**config.mk**
```make
export PLATFORM = sky130hd
export DESIGN_NAME = tmds_to_byte
export DESIGN_NICKNAME = d
export VERILOG_FILES = /design/src/rtl/tmds_to_byte_pkg.sv /design/src/rtl/tmds_to_byte_char_decode.sv /design/src/rtl/tmds_to_byte.sv
export SDC_FILE = /design/constraint.sdc
export NUM_CORES = 1
export LEC_CHECK = 0
export CAP_MARGIN = 20
export CORE_MARGIN = 2
export CORE_UTILIZATION = 53
export DETAILED_ROUTE_END_ITERATION = 7
export PLACE_DENSITY_LB_ADDON = 0.05
export REMOVE_ABC_BUFFERS = 1
export SYNTH_ARGS = -nofsm -noshare
export SYNTH_HDL_FRONTEND = slang
export SYNTH_SLANG_ARGS = --single-unit
```
**constraint.sdc**
```tcl
create_clock -name pixel_clock -period 2.45 [get_ports pixel_clock]
set_input_delay 0.49 -clock pixel_clock [delete_from_list [all_inputs] [get_ports pixel_clock]]
set_output_delay 0.49 -clock pixel_clock [all_outputs]
set_load 0.02 [all_outputs]
```
**src/rtl/tmds_to_byte_pkg.sv**
```systemverilog
// Shared TMDS definitions: the four DVI control tokens, the decoded-character record and the
// alignment FSM states.
package tmds_to_byte_pkg;

  // Control tokens as they appear on input_tmds (bit 0 first on the wire), named by {c1,c0}
  localparam logic [9:0] CTRL_TOK_00 = 10'b1101010100;
  localparam logic [9:0] CTRL_TOK_01 = 10'b0010101011;
  localparam logic [9:0] CTRL_TOK_10 = 10'b0101010100;
  localparam logic [9:0] CTRL_TOK_11 = 10'b1010101011;

  typedef struct packed {
    logic       is_ctrl;
    logic       c1;
    logic       c0;
    logic [7:0] data;
  } char_t;

  typedef enum logic [1:0] {
    ST_SEARCH    = 2'd0,
    ST_SLIP_WAIT = 2'd1,
    ST_LOCKED    = 2'd2
  } state_t;

endpackage

```
**src/rtl/tmds_to_byte_char_decode.sv**
```systemverilog
// Combinational 10b TMDS character decode into {is_ctrl, c1, c0, byte}.
// Zero latency; data is 0 for control tokens and c1/c0 are 0 for data characters.
module tmds_to_byte_char_decode
  import tmds_to_byte_pkg::*;
(
  input  logic [9:0] i_char,
  output char_t      o_char
);

  logic [7:0] w_q;
  logic [7:0] w_d;

  always_comb begin
    w_q    = i_char[9] ? ~i_char[7:0] : i_char[7:0];
    w_d    = '0;
    w_d[0] = w_q[0];
    // bit 8 selects XOR (1) or XNOR (0) chaining used by the encoder
    for (int i = 1; i < 8; i++) begin
      w_d[i] = i_char[8] ? (w_q[i] ^ w_q[i-1]) : ~(w_q[i] ^ w_q[i-1]);
    end
  end

  always_comb begin
    o_char      = '0;
    o_char.data = w_d;
    case (i_char)
      CTRL_TOK_00: begin o_char = '0; o_char.is_ctrl = 1'b1; end
      CTRL_TOK_01: begin o_char = '0; o_char.is_ctrl = 1'b1; o_char.c0 = 1'b1; end
      CTRL_TOK_10: begin o_char = '0; o_char.is_ctrl = 1'b1; o_char.c1 = 1'b1; end
      CTRL_TOK_11: begin o_char = '0; o_char.is_ctrl = 1'b1; o_char.c1 = 1'b1; o_char.c0 = 1'b1; end
      default:     ;
    endcase
  end

endmodule

```
**src/rtl/tmds_to_byte.sv**
```systemverilog
// DVI receive channel: finds the 10-bit boundary from control-token runs (bitslip requests), decodes byte or C0/C1.
// Latency 2 cycles, 1 char/cycle, no backpressure; decoded outputs held at 0 while not aligned.
module tmds_to_byte
  import tmds_to_byte_pkg::*;
#(
  parameter int CTRL_RUN      = 8,
  parameter int SEARCH_WINDOW = 2048,
  parameter int SLIP_SETTLE   = 8,
  parameter int LOCK_TIMEOUT  = 4096
) (
  input  logic       pixel_clock,
  input  logic       reset_n,
  input  logic [9:0] input_tmds,
  output logic [7:0] output_byte,
  output logic       video_data_enable,
  output logic       c0,
  output logic       c1,
  output logic       aligned,
  output logic       bitslip
);

  localparam int RUN_W = $clog2(CTRL_RUN + 1);
  localparam int WIN_W = $clog2(SEARCH_WINDOW + 1);
  localparam int SET_W = $clog2(SLIP_SETTLE + 1);
  localparam int GAP_W = $clog2(LOCK_TIMEOUT + 1);

  localparam logic [RUN_W-1:0] RUN_MAX  = RUN_W'(CTRL_RUN);
  localparam logic [WIN_W-1:0] WIN_MAX  = WIN_W'(SEARCH_WINDOW);
  localparam logic [WIN_W-1:0] WIN_LAST = WIN_W'(SEARCH_WINDOW - 1);
  localparam logic [SET_W-1:0] SET_MAX  = SET_W'(SLIP_SETTLE);
  localparam logic [SET_W-1:0] SET_LAST = SET_W'(SLIP_SETTLE - 1);
  localparam logic [GAP_W-1:0] GAP_MAX  = GAP_W'(LOCK_TIMEOUT);

  logic [9:0]       r_tmds;
  state_t           r_state, w_state_nxt;
  logic [RUN_W-1:0] r_run, w_run_nxt, w_run_inc;
  logic [WIN_W-1:0] r_win, w_win_nxt, w_win_inc;
  logic [SET_W-1:0] r_settle, w_settle_nxt, w_settle_inc;
  logic [GAP_W-1:0] r_gap, w_gap_nxt, w_gap_inc;
  logic             w_slip;
  logic             w_lock_nxt;
  char_t            w_char;

  logic [7:0]       r_byte;
  logic             r_vde, r_c0, r_c1, r_aligned, r_bitslip;

  tmds_to_byte_char_decode u_decode (
    .i_char (r_tmds),
    .o_char (w_char)
  );

  assign w_run_inc    = (r_run    == RUN_MAX) ? r_run    : r_run    + RUN_W'(1);
  assign w_win_inc    = (r_win    == WIN_MAX) ? r_win    : r_win    + WIN_W'(1);
  assign w_settle_inc = (r_settle == SET_MAX) ? r_settle : r_settle + SET_W'(1);
  assign w_gap_inc    = (r_gap    == GAP_MAX) ? r_gap    : r_gap    + GAP_W'(1);

  always_comb begin
    w_state_nxt  = r_state;
    w_run_nxt    = r_run;
    w_win_nxt    = r_win;
    w_settle_nxt = r_settle;
    w_gap_nxt    = r_gap;
    w_slip       = 1'b0;
    case (r_state)
      ST_SEARCH: begin
        w_run_nxt = w_char.is_ctrl ? w_run_inc : '0;
        w_win_nxt = w_win_inc;
        // a completed run wins over an expiring window in the same cycle
        if (w_char.is_ctrl && (w_run_inc == RUN_MAX)) begin
          w_state_nxt = ST_LOCKED;
          w_run_nxt   = '0;
          w_win_nxt   = '0;
          w_gap_nxt   = '0;
        end else if (r_win == WIN_LAST) begin
          w_state_nxt  = ST_SLIP_WAIT;
          w_slip       = 1'b1;
          w_run_nxt    = '0;
          w_win_nxt    = '0;
          w_settle_nxt = '0;
        end
      end
      ST_SLIP_WAIT: begin
        w_settle_nxt = w_settle_inc;
        if (r_settle == SET_LAST) begin
          w_state_nxt  = ST_SEARCH;
          w_settle_nxt = '0;
        end
      end
      ST_LOCKED: begin
        w_gap_nxt = w_char.is_ctrl ? '0 : w_gap_inc;
        if (!w_char.is_ctrl && (w_gap_inc == GAP_MAX)) begin
          w_state_nxt = ST_SEARCH;
          w_gap_nxt   = '0;
        end
      end
      default: w_state_nxt = ST_SEARCH;
    endcase
  end

  // outputs are gated by the next state so they agree with aligned on the same cycle
  assign w_lock_nxt = (w_state_nxt == ST_LOCKED);

  always_ff @(posedge pixel_clock or negedge reset_n) begin
    if (!reset_n) begin
      r_tmds    <= '0;
      r_state   <= ST_SEARCH;
      r_run     <= '0;
      r_win     <= '0;
      r_settle  <= '0;
      r_gap     <= '0;
      r_byte    <= '0;
      r_vde     <= 1'b0;
      r_c0      <= 1'b0;
      r_c1      <= 1'b0;
      r_aligned <= 1'b0;
      r_bitslip <= 1'b0;
    end else begin
      r_tmds    <= input_tmds;
      r_state   <= w_state_nxt;
      r_run     <= w_run_nxt;
      r_win     <= w_win_nxt;
      r_settle  <= w_settle_nxt;
      r_gap     <= w_gap_nxt;
      r_byte    <= w_lock_nxt ? w_char.data : 8'h00;
      r_vde     <= w_lock_nxt & ~w_char.is_ctrl;
      r_c0      <= w_lock_nxt & w_char.c0;
      r_c1      <= w_lock_nxt & w_char.c1;
      r_aligned <= w_lock_nxt;
      r_bitslip <= w_slip;
    end
  end

  assign output_byte       = r_byte;
  assign video_data_enable = r_vde;
  assign c0                = r_c0;
  assign c1                = r_c1;
  assign aligned           = r_aligned;
  assign bitslip           = r_bitslip;

endmodule
```
==> impl_metrics.csv <==
group,metric,value,unit
power_and_ir_drop,power.leakage,1.820,nW
place,place_hpwl,5254,um
logic_synthesis,yosysSeqAreaShare,44.02,%
critical_path,timing.rr.end,"output_byte[5]",
critical_path,worst_setup_path_start_kind,"register",
critical_path,worst-setup-path-type,"reg -> reg",
logic_synthesis,yosysTopAreaCellShare,44.02,%
clock_tree,clk_latency,340,ps
timing,worst_slew_pin_slew,747.4,ps
critical_path,r2r_cells,9,
die,core_area,0.005956,sq mm
logic_synthesis,synth_ff_type,"dfrtp_1",
route,num_vias,2782,
route,wl_met1,3342,um
route,wl_per_cell,15.78,um
timing,max-slew-margin-rel,50.17,%
min_path,hold_class,"in -> async",
timing,max_freq,417.3,MHz
route,top_layer,"met4",
timing,layout_min_cycle_time,2396,ps
critical_path,crit_fanout,7,
critical_path,worstPathRequired,2690,ps
clock_tree,clock_path_buffers,2,
critical_path,rr_startpoint,"r_gap[1]",
clock_tree,htree_levels,3,
die,start_util,55.36,%
route,drt_wl_total,7509,um
global_routing,grt_pass1_wl,12850,um
timing,finalSetupViolations,0,
layout,layout-area-overhead-vs-synth,23.53,%
critical_path,arrival,2640,ps
layout,drive_gt1_share,17.96,%
logic_synthesis,syn_area,0.003297,sq mm
die,fp.dieW,82.87,um
timing,skew,7.697,ps
place,io_buffers,24,
route,ant_nets,0,
die,fp-row-count,28,
route,drc,0,
die,io_pins,25,
timing,rsz0062_at_grt,"yes",
timing,worst_hold_slack,292.6,ps
clock_tree,clk_pin_slew,70,ps
logic_synthesis,yosys.cell_count.top_type,"dfrtp_1",
timing,hold_viol_final,0,
critical_path,r2r_slack,50,ps
clock_tree,cts.sinks,58,
clock_tree,cts_inserted_buffers,9,
power_and_ir_drop,total_power,2.414,mW
global_routing,grt_max_degree,59,
logic_synthesis,synth_seq_cells,58,
route,wl_met3,210,um
logic_synthesis,synth_top_cells_by_count,"dfrtp_1 (58), nand2_1 (30), nor2_1 (27), nand3_1 (23), o21ai_0 (20)",
power_and_ir_drop,ir_worst_vdd,422.7,uV
route,drtPass1Iterations,4,
critical_path,end_kind,"register",
logic_synthesis,synthArstFlopShare,100.0,%
place,place_congestion,0.8202,
status,outcome,"finished, final reports clean",
global_routing,antenna_found_initial,0,
logic_synthesis,syn_inst,345,
logic_synthesis,synth_area_leaders,"dfrtp_1 (44%), xnor2_1 (4.0%), nand3_1 (3.5%)",
route,wl_met2,3816,um
global_routing,grt_pass1_vias,2764,
clock_tree,cts_tree,"built",
logic_synthesis,synth_edf_count,0,
global_routing,grt_remaining_overflow,0,
layout,final_util,68.38,%
layout,num-fill-cells,489,
clock_tree,cts-root-buf,"clkbuf_8",
flow_run,cap_viol_max_count,0,
global_routing,grt_use_total,22.79,%
timing,slew_viol_final,0,
logic_synthesis,synth_cell_type_count,62,
logic_synthesis,syn_avg_cell_area,9.556,sq um
die,fp.dieH,82.87,um
route,drt_iter0_drc,124,
logic_synthesis,synth_top_area_cell,"dfrtp_1",
power_and_ir_drop,cellPowerDensity,592.8,mW/mm^2
timing,min_period_over_period,97.81,%
logic_synthesis,yosysWarningCount,0,
die,dieArea,0.006867,sq mm
layout,nets,416,
layout,antenna_cells,0,
route,vias_per_cell,5.845,
==> critical path: stages (launching register included) <==
cell,delay [ps]
dfrtp_1,410
ha_1,230
nand2_1,140
buf_4,190
or3_1,390
a211oi_2,260
o22ai_2,170
o21ai_4,270
buf_2,190
nor2_1,50
==> layer usage <==
layer  vias up  global-route usage (%)
li1       1365                       -
met1      1359                   29.27
met2        45                   37.76
met3        13                   3.579
met4         0                   10.73
met5         -                       0
==> registers in the layout, indices dropped and copies added, names as in the netlist <==
signal and cells:
r_gap 13, r_win 12, r_tmds 10, output_byte 8, r_run 4, r_settle 4
r_state 2, aligned 1, bitslip 1, c0 1, c1 1, video_data_enable 1
==> layout make-up <==
| class | count | area (sq um) | area share (%) |
|---|---|---|---|
| Clock inverter | 7 | 117.6 | 2.888 |
| Timing Repair Buffer | 54 | 461.7 | 11.34 |
| Inverter | 16 | 60.06 | 1.475 |
| Sequential cell | 58 | 1451 | 35.64 |
| Clock buffer | 9 | 123.9 | 3.041 |
| Tap cell | 75 | 93.84 | 2.304 |
| Multi-Input combinational cell | 257 | 1764 | 43.32 |
==> repair_timing <==
action / 4_1_cts / 5_1_grt
resized for setup: 1 / 15
buffers inserted: 0 / 5
setup endpoints to repair: 9 / 23
cloned: 0 / 1
hold buffers: 0 / 0
pin swaps: 0 / 4
==> logic make-up (layout without fill, tap and decap cells) <==
group / Yosys count / after routing / synth area share [%]
multiplexers: 5 / 5 / 1.556
XOR/XNOR: 17 / 17 / 4.516
AND/OR/NAND/NOR: 156 / 156 / 26.83
adder cells (fa/ha/maj): 8 / 8 / 3.036
flip-flops: 58 / 58 / 44.02
AO/OA/AOI/OAI: 71 / 71 / 15.79
buffers and inverters: 30 / 86 / 4.250
==> worst max-delay path by stage <==
stage / slack, ps / start / endpoint / cells after the start
finish: 50 / r_gap[1] / output_byte[5] / 9
global route: -90 / r_gap[1] / output_byte[1] / 9
CTS: 5 / r_gap[1] / output_byte[2] / 9
detailed placement: -9 / r_gap[1] / output_byte[2] / 9
global placement: 90 / r_gap[1] / output_byte[2] / 9
floorplan: 100 / r_gap[0] / r_gap[9] / 8
==> through the flow <==
| stage | setup slack (ps) | setup TNS (ps) | cell area, sq um | instances |
|---|---|---|---|---|
| 6_report | 53.56 | 0 | 4073 | 476 |
| 5_1_grt | -87.04 | -827.2 | 4073 | 476 |
| 4_1_cts | 4.515 | 0 | 3974 | 470 |
| 3_5_place_dp | -9.474 | -15.14 | 3726 | 454 |
| 3_3_place_gp | 87.53 | 0 | 3726 | 454 |
| 2_1_floorplan | 99.72 | 0 | 3217 | 331 |
==> report_power, final <==
| group | total [mW] | switching [mW] | internal [mW] |
|---|---|---|---|
| Combinational | 0.234 | 0.108 | 0.126 |
| Clock | 1.08 | 0.410 | 0.675 |
| Sequential | 1.10 | 0.0788 | 1.02 |
| Total | 2.41 | 0.596 | 1.82 |
==> layout by cell type (no fill, tap or decap), types with 3 or more instances in the layout <==
cell	instances
dfrtp_1	58
nand2_1	30
buf_4	28
nor2_1	23
nand3_1	23
clkdlybuf4s50_1	23
o21ai_0	20
xnor2_1	15
inv_1	14
nor3_1	10
and3_1	10
clkbuf_8	9
nand4_1	8
a21oi_1	8
nor2b_1	7
a211oi_1	7
ha_1	7
and2_1	5
nand3b_1	4
mux2i_1	4
nor4_1	4
a211o_1	4
or4_1	3
o2111ai_1	3
or3_1	3
nor2_2	3
nand4b_1	3
nand2b_1	3
a21o_1	3
bufinv_16	3
(Power assumes the default switching activity.)
==> RTL edit, RTL diff (config.mk and constraints unchanged) <==
Set the parameter `SEARCH_WINDOW` to 4096 (it was 2048).
--- a/src/rtl/tmds_to_byte.sv
+++ b/src/rtl/tmds_to_byte.sv
@@ -4,7 +4,7 @@
   import tmds_to_byte_pkg::*;
 #(
   parameter int CTRL_RUN      = 8,
-  parameter int SEARCH_WINDOW = 2048,
+  parameter int SEARCH_WINDOW = 4096,
   parameter int SLIP_SETTLE   = 8,
   parameter int LOCK_TIMEOUT  = 4096
 ) (
Function: no difference found for any inputs over 10 cycles, from zero or initial values and one cycle with reset_n low; that may be too few to reach the edited logic, so the function may still have changed.
==> RTL edit against the unedited design <==
  * Area after synthesis down 0.53%
  * Clock skew about the same
  * Via count decreased by 6.8%
  * Worst setup slack better by 150 ps
  * Final area decreased by 4.3%
  * Sequential cell count rose by 1
  * Synthesized cell count down 4.6%
  * Global-route usage fell by 0.66 points
  * Wire length down 12%
  * Critical path type unchanged
  * Critical endpoint is now r_gap[5]
Power is not compared: it rests on default switching activity, and its combinational part moved more than twofold at a synthesized area within 25%.
==> RTL edit: results (changes against the unedited design) <==
| Metric | Value |
|---|---|
| Compound-Gate Fraction of Synth Area | `0.137 (was 0.158)` |
| Vias in the first global route | `2539 (was 2764)` |
| Nets | `387 (was 416)` |
| Synth Area in Adders | `0.0305 (was 0.0304)` |
| Final cell count without fillers | `447 (was 476)` |
| DPL Wire Length | `4.71 mm (was 5.25 mm)` |
| Met2 GRT Util | `0.372 (was 0.378)` |
| Routability cong. | `0.889 (was 0.820)` |
| Largest net degree at the start of global routing | `60 (was 59)` |
| Top flop regs | `r_gap x13, r_win x13, r_tmds x10 (was r_gap x13, r_win x12, r_tmds x10)` |
| Met1 Use GR | `0.278 (was 0.293)` |
| Post-synth top cells | `dfrtp_1, nand2_1, nor2_1 (unchanged)` |
| Crit-path max FO | `30 (was 7)` |
| Cts repair resizes | `0 (was 1)` |
| Share of layout cells above drive strength 1 | `0.175 (was 0.180)` |
| Routing usage on met3 | `0.0370 (was 0.0358)` |
| Synthesized area per cell | `9.97 um^2 (was 9.56 um^2)` |
| Synth area leaders | `dfrtp_1, xnor2_1, nand2_1, nor2_1, ha_1 (was dfrtp_1, xnor2_1, nand3_1, nand2_1, nor2_1)` |
| Worst-margin pin slew | `735 ps (was 747 ps)` |
| Status | `complete, no violations (unchanged)` |
| Crit path DAT | `2520 ps (was 2640 ps)` |
| Fraction of synthesized area in multiplexers | `0.0195 (was 0.0156)` |
| Routed wire per std cell | `14.8 um (was 15.8 um)` |
| Xor and xnor area share after synthesis | `0.0561 (was 0.0452)` |
| First-pass GRT wire length | `11.6 mm (was 12.8 mm)` |
| Crit-path max cell delay | `470 ps (was 410 ps)` |
| Clock Skew | `7.57 ps (was 7.70 ps)` |
| Post-DP Area | `3650 um^2 (was 3730 um^2)` |
| Total GRT Usage | `0.221 (was 0.228)` |
[RTL edit: stage by stage]
stage | util | hold WS (ps) | worst slack [ps] | total power [mW]
2_1_floorplan | - | 194 | -633 | 1.04
3_3_place_gp | 0.613 | 503 | 266 | 1.09
3_5_place_dp | 0.613 | 512 | 222 | 1.09
4_1_cts | 0.655 | 320 | 202 | 2.19
5_1_grt | 0.655 | 356 | 19.4 | 2.24
6_report | 0.655 | 284 | 199 | 2.17
[RTL edit: metal layers]
layer / vias to the layer above / routed length [um]
met4: 0 / 106
met2: 51 / 3230
li1: 1261 / -
met3: 11 / 192
met5: - / 0
met1: 1270 / 3110
[RTL edit: cells by family (layout without fill, tap and decap cells)]
group | Yosys count | in the layout
mux | 6 | 6
xor+xnor | 21 | 21
fa+ha+maj | 8 | 8
compound gates | 62 | 62
flops | 59 | 59
buf+inv | 30 | 73
simple gates | 143 | 143
[RTL edit: path summary, 6_finish.rpt]
check	from	slack [ps]	cells past startpoint	endpoint
worst max-delay path	r_run[0]	200	9	r_gap[5]
worst min-delay path	reset_n	280	2	output_byte[7]
worst max register to register	r_run[0]	200	9	r_gap[5]
worst min register to register	r_win[8]	520	1	r_win[8]
max in group asynchronous	reset_n	1670	2	r_run[1]
min in group pixel_clock	r_win[8]	520	1	r_win[8]
[RTL edit: cell type report]
cell class,count,area share
repair buffers,39,0.0956
multi-input cells,240,0.421
inverters,18,0.0173
clock buffers,9,0.0318
flip-flops and latches,59,0.379
clock inverters,7,0.0318
well taps,75,0.0241
[RTL edit: power by group through the flow]
stage	Combinational (mW)	Clock, mW	Sequential (mW)
after CTS	0.0764	1.12	0.993
after global placement	0.0748	0	1.01
after detailed placement	0.0759	0	1.01
final	0.0742	1.10	0.993
after floorplan	0.0346	0	1.01
after global routing	0.0834	1.16	0.994
